## config.mk

```make
export PLATFORM = sky130hd
export DESIGN_NAME = fpnew_opgroup_out_arbiter
export DESIGN_NICKNAME = d
export VERILOG_FILES = /design/src/rtl/fpnew_pkg.sv /design/src/rtl/fpnew_rr_arbiter.sv /design/src/rtl/fpnew_opgroup_out_arbiter.sv
export SDC_FILE = /design/constraint.sdc
export NUM_CORES = 1
export LEC_CHECK = 0
export ABC_AREA = 1
export CORE_AREA = 10 10 163 165
export DETAILED_ROUTE_END_ITERATION = 12
export DIE_AREA = 0 0 173 175
export HOLD_SLACK_MARGIN = 0.02
export PLACE_DENSITY = 0.75
export SYNTH_ARGS = -nofsm -noshare
export SYNTH_HDL_FRONTEND = slang
export SYNTH_HIERARCHICAL = 1
export SYNTH_SLANG_ARGS = --single-unit
export TNS_END_PERCENT = 5
```

## constraint.sdc

```tcl
create_clock -name clk_i -period 4.5 [get_ports clk_i]
set_clock_uncertainty 0.15 [all_clocks]
set_input_delay 0.9 -clock clk_i [delete_from_list [all_inputs] [get_ports clk_i]]
set_output_delay 0.9 -clock clk_i [all_outputs]
set_load 0.005 [all_outputs]
```

## src/rtl/fpnew_pkg.sv

```systemverilog
// Shared FPU types: IEEE exception flags and small index-width helpers.
package fpnew_pkg;

  typedef struct packed {
    logic NV;
    logic DZ;
    logic OF;
    logic UF;
    logic NX;
  } status_t;

  // Width of an index into n items; never zero so N=1 still has a legal vector.
  function automatic int unsigned idx_width(input int unsigned n);
    return (n > 1) ? $clog2(n) : 1;
  endfunction

endpackage

```

## src/rtl/fpnew_rr_arbiter.sv

```systemverilog
// Combinational round-robin pick over N requesters plus the rotating priority pointer.
module fpnew_rr_arbiter
  import fpnew_pkg::*;
#(
  parameter int unsigned N  = 5,
  localparam int unsigned IW = idx_width(N)
) (
  input  logic          clk_i,
  input  logic          rst_ni,
  input  logic [0:N-1]  req_i,
  input  logic          ack_i,
  output logic [0:N-1]  gnt_o,
  output logic [IW-1:0] idx_o
);

  logic [IW-1:0] ptr_q;
  logic [IW-1:0] ptr_d;
  logic [IW-1:0] cand;
  logic          found;

  // Scan ptr, ptr+1, ... mod N; the first requester found wins.
  always_comb begin
    gnt_o = '0;
    idx_o = '0;
    cand  = '0;
    found = 1'b0;
    for (int unsigned i = 0; i < N; i++) begin
      cand = IW'((32'(ptr_q) + i) % N);
      if (!found && req_i[cand]) begin
        found = 1'b1;
        idx_o = cand;
      end
    end
    if (found) gnt_o[idx_o] = 1'b1;
  end

  // Priority rotates past the winner only when its transfer is accepted.
  always_comb begin
    ptr_d = ptr_q;
    if (ack_i) ptr_d = IW'((32'(idx_o) + 1) % N);
  end

  always_ff @(posedge clk_i or negedge rst_ni) begin
    if (!rst_ni) ptr_q <= '0;
    else         ptr_q <= ptr_d;
  end

endmodule

```

## src/rtl/fpnew_opgroup_out_arbiter.sv

```systemverilog
// Merges the per-format slice result streams of one opgroup into a single
// registered output stream using round-robin arbitration.
module fpnew_opgroup_out_arbiter
  import fpnew_pkg::*;
#(
  parameter int unsigned NumFormats = 5,
  parameter int unsigned Width      = 64,
  parameter type         TagType    = logic
) (
  input  logic                                 clk_i,
  input  logic                                 rst_ni,
  input  logic [0:NumFormats-1][Width-1:0]     res_i,
  input  status_t [0:NumFormats-1]             status_i,
  input  logic [0:NumFormats-1]                ext_bit_i,
  input  TagType [0:NumFormats-1]              tag_i,
  input  logic [0:NumFormats-1]                in_valid_i,
  output logic [0:NumFormats-1]                in_ready_o,
  input  logic                                 flush_i,
  output logic [Width-1:0]                     result_o,
  output status_t                              status_o,
  output logic                                 extension_bit_o,
  output TagType                               tag_o,
  output logic                                 out_valid_o,
  input  logic                                 out_ready_i,
  output logic                                 busy_o
);

  localparam int unsigned IW = idx_width(NumFormats);

  // Handshake: a transfer happens on a cycle where valid and ready are both
  // high; valid never depends on ready, and a raised valid with its payload
  // stays stable until that transfer (both on the input and output side).

  logic [0:NumFormats-1] gnt;
  logic [IW-1:0]         win_idx;
  logic                  any_valid;
  logic                  load_en;
  logic                  transfer;

  logic                  valid_q;
  logic [Width-1:0]      result_q;
  status_t               status_q;
  logic                  ext_q;
  TagType                tag_q;

  assign any_valid = |in_valid_i;
  assign load_en   = !valid_q | out_ready_i;
  // Flush and reset both block acceptance so nothing is lost silently.
  assign transfer  = any_valid & load_en & ~flush_i & rst_ni;
  assign in_ready_o = transfer ? gnt : '0;

  fpnew_rr_arbiter #(
    .N (NumFormats)
  ) u_rr_arbiter (
    .clk_i  (clk_i),
    .rst_ni (rst_ni),
    .req_i  (in_valid_i),
    .ack_i  (transfer),
    .gnt_o  (gnt),
    .idx_o  (win_idx)
  );

  always_ff @(posedge clk_i or negedge rst_ni) begin
    if (!rst_ni) begin
      valid_q  <= 1'b0;
      result_q <= '0;
      status_q <= '0;
      ext_q    <= 1'b0;
      tag_q    <= '0;
    end else if (flush_i) begin
      valid_q <= 1'b0;
    end else if (transfer) begin
      valid_q  <= 1'b1;
      result_q <= res_i[win_idx];
      status_q <= status_i[win_idx];
      ext_q    <= ext_bit_i[win_idx];
      tag_q    <= tag_i[win_idx];
    end else if (out_ready_i) begin
      valid_q <= 1'b0;
    end
  end

  assign out_valid_o     = valid_q;
  assign busy_o          = valid_q;
  assign result_o        = result_q;
  assign status_o        = status_q;
  assign extension_bit_o = ext_q;
  assign tag_o           = tag_q;

endmodule

```

==> metrics <==
outcome finished with violations; failing checks negative setup slack; Tightest Hold Check Type register to register; net count after synthesis approximately 1800; first-pass GRT wire length around 56000 um; initial DRC count roughly 680; pin count of the biggest net entering global routing between 80 and 90; Multi-input gate area around 5500 um^2; FF/Latch Area approximately 1900 um^2; Syn Inst Count between 1000 and 1500; core area 23300 um^2; simple-gate share of the synthesized area between 50% and 60%; clock latency on the worst-skew pair roughly 0.34 ns; maxcap violations 0; routed wire length per instance ~17 um; Hold Buf Count CTS 0; Crit Path Max Fanout 4; Detailed Routing Iterations Pass 1 5; port bufs approximately 440; critical path type register to output port; DRC 0; num rows between 50 and 60; layout cells sized above 1 between 10% and 20%; CTS buffer count 9; CTS sink count 75; most numerous cell in the Yosys netlist nand2_1; ant diodes 0; Die ar. slightly above 30000 um^2; H-tree levels 3; Syn Area/Cell ~5.6 um^2; critical path arrival just under 4 ns; DR vias 10500; worst slew pin tran a little under 0.9 ns; vias in the first global route ~9900; Distinct cells, synth 38; yosys warns 6; Setup Viol. Count Final 64; Seq cells post-synth between 70 and 80; RSZ-0062 raised after global routing yes; compound-gate portion of the synthesized area approximately 6.3%; Synth area leader nand2_1; Final Critical Period between 4 and 5 ns; CP Buf/Inv Count 7; final instance area about 14000 um^2; initial antenna violation count 1; Post-Syn Area about 8000 um^2; CTS tree built; clock buffer depth 2; synth cell count leaders 723 x nand2_1, 183 x nand3_1, 93 x nor2_1; fillers 2299; Crit path max-delay family simple AND/OR/NAND/NOR gates; CTS root buffer clkbuf_16; Worst-path clk slew around 0.070 ns; Die W 173 um; Top Ports 442; top cell type's share of synthesized area roughly a third; placed insts ~2200; most used cell, CP nand2_4; Die Span Y about 180 um; Area contributors post-synth nand2_1 35%, dfrtp_1 24%, nand3_1 12%, a21oi_1 4.8%, nor2_1 4.5%; Crit path largest cell delay between 0.4 and 0.5 ns; Data required, critical path 3.45 ns; Post-Synth XOR/XNOR Area 0.336%; drt total wl approximately 37000 um; Final WS setup -0.461 ns; DPL Wire Length roughly 29000 um; Area Growth Syn to Fin 75.7%; fin crit share 110%; Async S/R FF share, synth 100%; Seq/Total Area, Yosys a little under a quarter; main combinational cell family by area after synthesis simple AND/OR/NAND/NOR gates; final hold vios 0; Final ANT Viol Nets 0; final net count 2256; post-synthesis mux area share 0%; Slew HR a little over two fifths; Via density 4.80; gr usage total roughly 23%; dpl cell area around 13000 um^2; FMAX 202 MHz; Final Max Slew Viols 0; number of synthesized flops with an enable pin 0; initial core utilization 33.6%; GP Congestion 0.924; adder-cell share of the synthesized area approximately 3.2%; Critical Path Sink Type output port; post-route insts no fill 2196; slowest library cell on the worst path dfrtp_2; Startpoint Class register; Synth Flop Type dfrtp_1; GR Overflow Total 0
kinds of logic (layout without fill, tap and decap cells):
logic type | Yosys count | in the layout
AND/OR/NAND/NOR | 1060 | 1060
buffers and inverters | 144 | 626
AO/OA/AOI/OAI | 93 | 93
flip-flops | 75 | 75
adder cells (fa/ha/maj) | 20 | 20
XOR/XNOR | 3 | 3
registers in the layout (all words and copies together), names as in the netlist:
name / flops
u_rr_arbiter/ptr_q: 3
busy_o: 1
result_o: 64
status_o: 5
extension_bit_o: 1
tag_o: 1
worst register-to-register path: cells and delay by family (launching register included):
family | cells | cell delay [ns]
XOR/XNOR | 1 | 0.15
flip-flops | 1 | 0.39
AO/OA/AOI/OAI | 2 | 0.52
adder cells (fa/ha/maj) | 3 | 0.65
AND/OR/NAND/NOR | 17 | 1.68
buffers and inverters | 8 | 0.97
area by class of cell:
type                       instances  area share, %
clock buffer                      10           1.74
clock inverter                     6          0.528
inverter                          57           1.66
multi-input combinational       1176           40.2
sequential                        75           13.7
tap                              319           2.90
timing repair buffer             553           39.3
metal layers:
| layer | vias to the layer above | GRT usage, % | share of wire (%) |
|---|---|---|---|
| met5 | - | 0 | 0.035 |
| met4 | 2 | 4.49 | 1.4 |
| met3 | 33 | 6.51 | 7.3 |
| met2 | 361 | 42.6 | 53 |
| met1 | 4802 | 25.5 | 38 |
| li1 | 5342 | - | - |
path summary, 6_finish.rpt:
check | from | end | slack (ns) | depth (start not counted)
min in group asynchronous | rst_ni | result_o[30] | 0.54 | 2
max in group asynchronous | rst_ni | u_rr_arbiter/ptr_q[0] | 2.71 | 3
min reg2reg | result_o[5] | result_o[5] | 0.33 | 2
min | result_o[5] | result_o[5] | 0.33 | 2
max | u_rr_arbiter/ptr_q[0] | in_ready_o[0] | -0.46 | 29
max reg2reg | u_rr_arbiter/ptr_q[1] | u_rr_arbiter/ptr_q[2] | -0.14 | 31
metrics by stage:
| stage | hold WS (ns) | utilization (%) | setup TNS [ns] | setup slack [ns] |
|---|---|---|---|---|
| final | 0.327 | 59.1 | -4.61 | -0.461 |
| after global routing | 0.346 | 59.1 | -23.24 | -0.735 |
| after CTS | 0.331 | 58.0 | -1.65 | -0.346 |
| after detailed placement | 0.314 | 55.5 | -29.62 | -0.617 |
| after global placement | 0.311 | 55.5 | -17.73 | -0.490 |
| after floorplan | 0.322 | - | 0 | 0.00421 |
timing repair:
item | in CTS | in global routing
pin swaps | 26 | 28
hold endpoints to repair | 0 | 0
buffers inserted | 14 | 12
setup endpoints to repair | 79 | 79
resized for setup | 66 | 43
placed cells by master, fill, tap and decap left out, drive strengths merged:
cell type      count
clkinv             4
nand3b             1
xor2               3
or2                2
nand3            195
a21oi             76
buf              118
o31ai              1
nor4               1
nand4              9
nand2            752
nor2              97
bufinv             1
o211ai             3
o21ai             13
ha                20
inv               58
and2               1
dfrtp             75
clkbuf            10
nor3               2
clkdlybuf4s50    435
Power is not shown: default switching activity piles up to over one toggle a cycle in this logic, so the estimate is an artifact.
